**config.mk**
```make
export PLATFORM = sky130hd
export DESIGN_NAME = alu_ctrl_seq_flat
export DESIGN_NICKNAME = d
export VERILOG_FILES = /design/src/rtl/alu_ctrl_seq_if.sv /design/src/rtl/alu_ctrl_seq.sv /design/src/flat_wrapper.sv
export SDC_FILE = /design/constraint.sdc
export NUM_CORES = 1
export LEC_CHECK = 0
export CAP_MARGIN = 20
export CORE_AREA = 2 2 39 41
export CTS_BUF_LIST = sky130_fd_sc_hd__clkbuf_4 sky130_fd_sc_hd__clkbuf_8
export CTS_CLUSTER_SIZE = 28
export DETAILED_ROUTE_END_ITERATION = 8
export DIE_AREA = 0 0 41 43
export GPL_TIMING_DRIVEN = 0
export PLACE_DENSITY_LB_ADDON = 0.25
export RECOVER_POWER = 100
export SYNTH_ARGS = -nofsm -noshare
export SYNTH_HDL_FRONTEND = slang
export SYNTH_SLANG_ARGS = --single-unit
```
**constraint.sdc**
```tcl
create_clock -name clk -period 1.78 [get_ports clk]
set_input_delay 0.356 -clock clk [delete_from_list [all_inputs] [get_ports clk]]
set_output_delay 0.356 -clock clk [all_outputs]
set_load 0.05 [all_outputs]
```
**src/rtl/alu_ctrl_seq_if.sv**
```systemverilog
// Handshake and control-word bundle between the main control FSM (master)
// and the ALU control sequencer (slave).
interface alu_ctrl_seq_if;
  logic       start;
  logic       kill;
  logic [1:0] alu_op;
  logic [4:0] func;
  logic       is_imm;
  logic       ready;
  logic [4:0] alu_cntrl;
  logic       alu_en;
  logic       busy;
  logic       done;
  logic       illegal;

  modport master (
    output start, kill, alu_op, func, is_imm,
    input  ready, alu_cntrl, alu_en, busy, done, illegal
  );

  modport slave (
    input  start, kill, alu_op, func, is_imm,
    output ready, alu_cntrl, alu_en, busy, done, illegal
  );
endinterface

```
**src/rtl/alu_ctrl_seq.sv**
```systemverilog
// ALU control sequencer: decodes alu_op/func into a held 5-bit control word and
// pulses done after the op latency. Define ALU_CTRL_MEXT_EN for M-extension ops.
module alu_ctrl_seq #(
  parameter int MUL_LAT = 3,
  parameter int DIV_LAT = 33,
  parameter int CNT_W   = $clog2(((MUL_LAT > DIV_LAT) ? MUL_LAT : DIV_LAT) + 1)
) (
  input  logic          clk,
  input  logic          rst_n,
  alu_ctrl_seq_if.slave bus
);

  typedef enum logic [0:0] {
    IDLE = 1'b0,
    BUSY = 1'b1
  } state_t;

  if (MUL_LAT < 1 || DIV_LAT < 1 || CNT_W < 1) begin : g_bad_param
    $error("alu_ctrl_seq: MUL_LAT, DIV_LAT and CNT_W must all be >= 1");
  end

  state_t     state_q, state_d;
  logic [4:0] cntrl_q, cntrl_d;
  logic       en_q, en_d;
  logic       busy_q, busy_d;
  logic       done_q, done_d;
  logic       ill_q, ill_d;

  logic       mext_s;
  logic       f7b5_s;
  logic [2:0] f3_s;
  logic [4:0] dec_cntrl_s;
  logic       dec_en_s;
  logic       dec_ill_s;
  logic       ready_s;
  logic       accept_s;

`ifdef ALU_CTRL_MEXT_EN
  typedef enum logic [1:0] {
    LAT_ONE = 2'd0,
    LAT_MUL = 2'd1,
    LAT_DIV = 2'd2
  } lat_t;

  lat_t             dec_lat_s;
  logic [CNT_W-1:0] cnt_load_s;
  logic [CNT_W-1:0] cnt_q, cnt_d;
`endif

  assign mext_s   = bus.func[4];
  assign f7b5_s   = bus.func[3];
  assign f3_s     = bus.func[2:0];
  assign ready_s  = (state_q == IDLE) || done_q;
  assign accept_s = bus.start && ready_s && !bus.kill;

  // Combinational decode of the presented instruction fields.
  always_comb begin
    dec_cntrl_s = 5'b00000;
    dec_en_s    = 1'b0;
    dec_ill_s   = 1'b0;
`ifdef ALU_CTRL_MEXT_EN
    dec_lat_s   = LAT_ONE;
`endif
    case (bus.alu_op)
      2'b00: begin
        dec_en_s = 1'b0;
      end
      2'b01: begin
        dec_en_s = 1'b1;
      end
      2'b10: begin
        if (mext_s) begin
`ifdef ALU_CTRL_MEXT_EN
          if (bus.is_imm) begin
            dec_ill_s = 1'b1;
          end else begin
            dec_cntrl_s = {2'b10, f3_s};
            dec_en_s    = 1'b1;
            dec_lat_s   = f3_s[2] ? LAT_DIV : LAT_MUL;
          end
`else
          dec_ill_s = 1'b1;
`endif
        end else if (f7b5_s && !bus.is_imm && (f3_s != 3'b000) && (f3_s != 3'b101)) begin
          dec_ill_s = 1'b1;
        end else begin
          dec_en_s = 1'b1;
          // ADDI ignores f7b5; shift-right uses f7b5 for both R and I forms.
          case (f3_s)
            3'b000:  dec_cntrl_s = (f7b5_s && !bus.is_imm) ? 5'b01001 : 5'b01000;
            3'b001:  dec_cntrl_s = 5'b00011;
            3'b010:  dec_cntrl_s = 5'b01100;
            3'b011:  dec_cntrl_s = 5'b00100;
            3'b100:  dec_cntrl_s = 5'b00110;
            3'b101:  dec_cntrl_s = f7b5_s ? 5'b01010 : 5'b00010;
            3'b110:  dec_cntrl_s = 5'b00111;
            3'b111:  dec_cntrl_s = 5'b01011;
            default: dec_cntrl_s = 5'b00000;
          endcase
        end
      end
      2'b11: begin
        dec_en_s = 1'b1;
        case (f3_s)
          3'b000:  dec_cntrl_s = 5'b01101;
          3'b001:  dec_cntrl_s = 5'b01111;
          3'b100:  dec_cntrl_s = 5'b01100;
          3'b101:  dec_cntrl_s = 5'b01101;
          3'b110:  dec_cntrl_s = 5'b00100;
          3'b111:  dec_cntrl_s = 5'b00101;
          default: begin
            dec_en_s  = 1'b0;
            dec_ill_s = 1'b1;
          end
        endcase
      end
      default: begin
        dec_ill_s = 1'b1;
      end
    endcase
  end

`ifdef ALU_CTRL_MEXT_EN
  // Counter preload is latency minus one so a count of zero marks the done cycle.
  always_comb begin
    case (dec_lat_s)
      LAT_MUL: cnt_load_s = CNT_W'(MUL_LAT - 1);
      LAT_DIV: cnt_load_s = CNT_W'(DIV_LAT - 1);
      default: cnt_load_s = {CNT_W{1'b0}};
    endcase
  end
`endif

  // Next-state logic; kill takes priority over a same-cycle accept.
  always_comb begin
    state_d = state_q;
    cntrl_d = cntrl_q;
    en_d    = en_q;
    busy_d  = busy_q;
    done_d  = 1'b0;
    ill_d   = ill_q;
`ifdef ALU_CTRL_MEXT_EN
    cnt_d   = cnt_q;
`endif
    if (bus.kill) begin
      state_d = IDLE;
      en_d    = 1'b0;
      busy_d  = 1'b0;
      ill_d   = 1'b0;
`ifdef ALU_CTRL_MEXT_EN
      cnt_d   = {CNT_W{1'b0}};
`endif
    end else if (accept_s) begin
      state_d = BUSY;
      cntrl_d = dec_cntrl_s;
      en_d    = dec_en_s;
      busy_d  = 1'b1;
      ill_d   = dec_ill_s;
`ifdef ALU_CTRL_MEXT_EN
      cnt_d   = cnt_load_s;
      done_d  = (cnt_load_s == {CNT_W{1'b0}});
`else
      done_d  = 1'b1;
`endif
    end else if (done_q) begin
      state_d = IDLE;
      en_d    = 1'b0;
      busy_d  = 1'b0;
      ill_d   = 1'b0;
    end else if (state_q == BUSY) begin
`ifdef ALU_CTRL_MEXT_EN
      if (cnt_q != {CNT_W{1'b0}}) begin
        cnt_d = cnt_q - CNT_W'(1);
      end else begin
        cnt_d = cnt_q;
      end
      done_d = (cnt_q == CNT_W'(1));
`else
      done_d = 1'b0;
`endif
    end else begin
      state_d = state_q;
    end
  end

  // State and registered outputs.
  always_ff @(posedge clk or negedge rst_n) begin
    if (!rst_n) begin
      state_q <= IDLE;
      cntrl_q <= 5'b00000;
      en_q    <= 1'b0;
      busy_q  <= 1'b0;
      done_q  <= 1'b0;
      ill_q   <= 1'b0;
`ifdef ALU_CTRL_MEXT_EN
      cnt_q   <= {CNT_W{1'b0}};
`endif
    end else begin
      state_q <= state_d;
      cntrl_q <= cntrl_d;
      en_q    <= en_d;
      busy_q  <= busy_d;
      done_q  <= done_d;
      ill_q   <= ill_d;
`ifdef ALU_CTRL_MEXT_EN
      cnt_q   <= cnt_d;
`endif
    end
  end

  assign bus.ready     = ready_s;
  assign bus.alu_cntrl = cntrl_q;
  assign bus.alu_en    = en_q;
  assign bus.busy      = busy_q;
  assign bus.done      = done_q;
  assign bus.illegal   = ill_q;

endmodule

```
**src/flat_wrapper.sv**
```systemverilog
// flat-port wrapper written by rule: the top's interface ports become plain ports
module alu_ctrl_seq_flat 
#(
  parameter int MUL_LAT = 3,
  parameter int DIV_LAT = 33,
  parameter int CNT_W   = $clog2(((MUL_LAT > DIV_LAT) ? MUL_LAT : DIV_LAT) + 1)
)
  (clk, rst_n, bus_start, bus_kill, bus_alu_op, bus_func, bus_is_imm, bus_ready, bus_alu_cntrl, bus_alu_en, bus_busy, bus_done, bus_illegal);
  alu_ctrl_seq_if bus_i ();
  input  logic clk;
  input  logic rst_n;
  input wire logic [$bits(bus_i.start)-1:0] bus_start;
  input wire logic [$bits(bus_i.kill)-1:0] bus_kill;
  input wire logic [$bits(bus_i.alu_op)-1:0] bus_alu_op;
  input wire logic [$bits(bus_i.func)-1:0] bus_func;
  input wire logic [$bits(bus_i.is_imm)-1:0] bus_is_imm;
  output wire logic [$bits(bus_i.ready)-1:0] bus_ready;
  output wire logic [$bits(bus_i.alu_cntrl)-1:0] bus_alu_cntrl;
  output wire logic [$bits(bus_i.alu_en)-1:0] bus_alu_en;
  output wire logic [$bits(bus_i.busy)-1:0] bus_busy;
  output wire logic [$bits(bus_i.done)-1:0] bus_done;
  output wire logic [$bits(bus_i.illegal)-1:0] bus_illegal;
  assign bus_i.start = bus_start;
  assign bus_i.kill = bus_kill;
  assign bus_i.alu_op = bus_alu_op;
  assign bus_i.func = bus_func;
  assign bus_i.is_imm = bus_is_imm;
  assign bus_ready = bus_i.ready;
  assign bus_alu_cntrl = bus_i.alu_cntrl;
  assign bus_alu_en = bus_i.alu_en;
  assign bus_busy = bus_i.busy;
  assign bus_done = bus_i.done;
  assign bus_illegal = bus_i.illegal;
  alu_ctrl_seq #(.MUL_LAT(MUL_LAT), .DIV_LAT(DIV_LAT), .CNT_W(CNT_W)) u_core (.clk(clk), .rst_n(rst_n), .bus(bus_i));
endmodule
```
# Word-level counts from Yosys, hierarchy flattened
# Cells that the tools add are included.
# word_totals
reg_bits	9
inputBits	12
out_inout_bits	10
wordCells	57
# classes
eq_ne	11
n_mux	24
n_bitwise	2
reduce_logical	15
# op_table
cell	count
one-hot mux 5 bit (8 select lines)	1
one-hot mux 4 bit (5 select lines)	1
2-to-1 mux 1 bit	16
== test 3 bit, second input constant	4
2-to-1 mux 5 bit	2
one-hot mux 5 bit (2 select lines)	1
== test 3 x 2 -> 1 bit, second input constant	2
nonzero test 3 bit	2
OR reduction 6 bit	1
logical AND 1 bit	5
== test 2 bit, second input constant	2
2-to-1 mux 4 bit	1
one-hot mux 1 bit (4 select lines)	1
== test 3 x 1 -> 1 bit, second input constant	1
logical NOT 3 bit	1
inequality test 3 bit, second input constant	1
== test 2 x 1 -> 1 bit, second input constant	1
logical NOT 1 bit	2
logical NOT 2 bit	1
inverter 1 bit	2
one-hot mux 1 bit (2 select lines)	1
AND reduction 2 bit	1
OR reduction 2 bit	1
logical OR 1 bit	1

# Depth between registers and ports, before layout
# depth
ltp_word	9
depth_mapped	6
ltp_nobuf	6

# Least setup slack after synthesis
# OpenSTA, ideal clock, no wires.
# synth_path
path_kind	reg2reg
start	reg, netlist name u_core.bus.busy
end	reg u_core.cntrl_q[3] (netlist: u_core.bus.alu_cntrl[3])
arrival_time_ps	1657
required_ps	1676
slack_ps	19
stages_incl_launch_ff	7
synth_period_minus_slack_ps	1761
cell_sequence	dfrtp_1 nor2b_1 inv_2 nand3b_1 inv_2 nand2_1 o41ai_2
# synth_rtl
item	line	source
to (signal assigned)	alu_ctrl_seq.sv:200	cntrl_q <= cntrl_d;
to (decl)	alu_ctrl_seq.sv:23	logic [4:0] cntrl_q, cntrl_d;

==> flow_summary.ini <==
[clocking]
cts_tree = done
cts_htree_levels = 1
cts.clk_slew.worst_paths_ns = 0.05
clock-root-buffer = clkbuf_4
cts_inserted_buffers = 3
ctsLongestPathBuffers = 2
post-cts-setup-buffer-count = 0
cts.hold.buffers_added = 0
clock_insertion_delay_worst_skew_ns = 0.25
cts.sinks = 8

[run_status]
run_status = complete, no violations

[sta]
rsz0062_at_grt = false
final.period_utilization = 0.944
achievable-frequency_mhz = 595
finalSetupTns_ns = 0
hold_violations = 0
timing_max_transition_violations_final = 0
period_needed_ns = 1.68
finClkSkew_ns = 0.00167
worst_slew_margin_rel = 0.601
post-route-worst-setup-slack_ns = 0.0992
worst_slew_pin_slew_ns = 0.600
setup_viol_count_final = 0
hold-worst-slack_ns = 0.456

[yosys]
netlist.top_cell.by_area = dfrtp_1
area_fraction_of_the_dominant_cell_type_after_synthesis = 0.386
synth.avg_cell_area_um2 = 9.09
yosys-top-cells-count = 8 x dfrtp_1, 6 x nand2_1, 6 x nor2_1
synth_ff_type = dfrtp_1
synth_most_common_cell = dfrtp_1
synth_edf_count = 0
synth_fp_nets = 69
yosysUniqueCellTypes = 26
ys_ff_latch = 8
asyncSetResetFlopFracSynth = 1.00
synth_sequential_area_ratio = 0.386
synthCells = 57
synthesis.area_um2 = 518
largest_cells_by_area_after_synthesis = dfrtp_1 39%, mux2i_1 5.8%, o211ai_1 5.8%, nand2_1 4.3%, nor2_1 4.3%
ys_warn_count = 0

[worst_setup_path]
worst_ep_required_time_ns = 1.42
element_type_at_the_critical_path_start = flop
setup.worst_path.end_class = output port
worst-endpoint-arrival_ns = 1.32
timing.critical_path.cells = nor2b_1 > inv_2 > clkdlybuf4s15_1
r2r.worst_path.cells = 6
max_stage_delay_ns = 0.49
reg2reg_setup_slack_ns = 0.35
regToRegEndpoint = u_core.bus.alu_cntrl[3]
critical_path_peak_fanout = 3
crit-reg2reg-launch = u_core.bus.busy
timing.setup.critical_path_class = reg -> out
critPathSlowestCell = clkdlybuf4s15_1

[die]
core_area_um2 = 1380
die_w_um = 41
die_h_um = 43
num_io_pins = 22
fp-row-count = 14
die_area_um2 = 1760
starting_density_of_the_core = 0.374

[grt]
grt_start_max_net_pins = 11
grt_first_pass_wirelength_um = 1830
grt_pass1_vias = 438
grt_antenna_before_repair = 0
grtUsageTotal = 0.150
grt_total_ovfl = 0

[power_and_ir_drop]
worst_ir_drop_vdd_mv = 0.384
p_leak_nw = 0.315
totalPowerFinal_w = 0.000535
power_density_nw_per_um2 = 759

[route]
routedWlPerCell_um = 12.2
routed_wl_um = 1160
viasPerCell = 5.11
drcViolationCount = 0
violation_count_after_the_first_detailed_route_iteration = 2
postRouteAntennaNets = 0
drt_pre_antenna_iters = 4
routed-via-count = 485

[finish]
fin_nets = 93
syn2layout_area_growth_pct = 36.2
layout-drive-gt1-share = 0.127
antenna_fix_cells = 0
final_util = 0.510

[placement]
post-dp-hpwl_um = 901
gpl.final_weighted_congestion = 0.714
port-buffer-count = 19
place_ws_ns = -0.0242

[worst_hold_path]
hold_path.class = in -> async

[job]
timing.max_cap.violations = 0
worst max-delay path by stage:
stage,end,startpoint
CTS,bus_busy,u_core.bus.busy
global route,bus_ready,u_core.bus.done
global placement,u_core.bus.alu_cntrl[0],bus_func[2]
detailed placement,u_core.bus.alu_cntrl[0],bus_func[2]
finish,bus_ready,u_core.bus.busy
floorplan,u_core.bus.alu_cntrl[3],u_core.bus.busy
per-stage QoR:
step | std cells | cell area (um2)
global route | 95 | 706
detailed placement | 92 | 728
finish | 95 | 706
CTS | 95 | 748
global placement | 92 | 728
floorplan | 57 | 518
critical path, delay by kind of cell (launching register included):
family	cells	cell delay, ns
flops	1	0.38
buf+inv	2	0.55
simple gates	1	0.15
placed cells by master (no fill, tap or decap), types with 3 or more instances in the layout:
cell type        count
dlygate4sd3_1        3
dfrtp_1              8
nand2_1              6
o211ai_1             4
clkbuf_1             7
mux2i_1              3
inv_1                3
nor2_1               6
clkbuf_4             3
clkdlybuf4s50_1      7
cells by family after synthesis:
group / after synthesis / share of synthesized area
buffers and inverters: 7 / 0.0628
other: 1 / 0.00724
AND/OR/NAND/NOR: 18 / 0.169
AO/OA/AOI/OAI: 19 / 0.300
flip-flops: 8 / 0.386
multiplexers: 3 / 0.0580
XOR/XNOR: 1 / 0.0169
report_power, final:
part	switching (W)	total, W	internal (W)
logic	0.000128	0.000189	0.0000603
registers	0.00000881	0.000208	0.000199
clock network	0.0000617	0.000139	0.0000772
total	0.000199	0.000535	0.000336
final cells by class:
class                   count  area (um2)
flip-flops and latches      8         200
inverters                   4        15.0
plain buffers               3        17.5
clock buffers               3        22.5
well taps                  16        20.0
fillers                   136         678
repair buffers             19         145
multi-input cells          42         285
timing repair:
action                                  4_1_cts  5_1_grt
resized for setup                             2        8
gates cloned                                  0        0
endpoints found under the setup margin        2        8
state kept, by name, summed over array words and instances (netlist names):
signal	flops
u_core.bus.illegal	1
u_core.bus.alu_cntrl	4
u_core.bus.alu_en	1
u_core.bus.busy	1
u_core.bus.done	1
metal layers:
layer,vias to the layer above,global-route usage,part of all wire
met5,-,0,0
met4,0,0.0200,0
met3,0,0.0628,0.087
met2,16,0.213,0.45
met1,219,0.215,0.46
li1,250,-,-
Power figures use the tool's default switching activity.
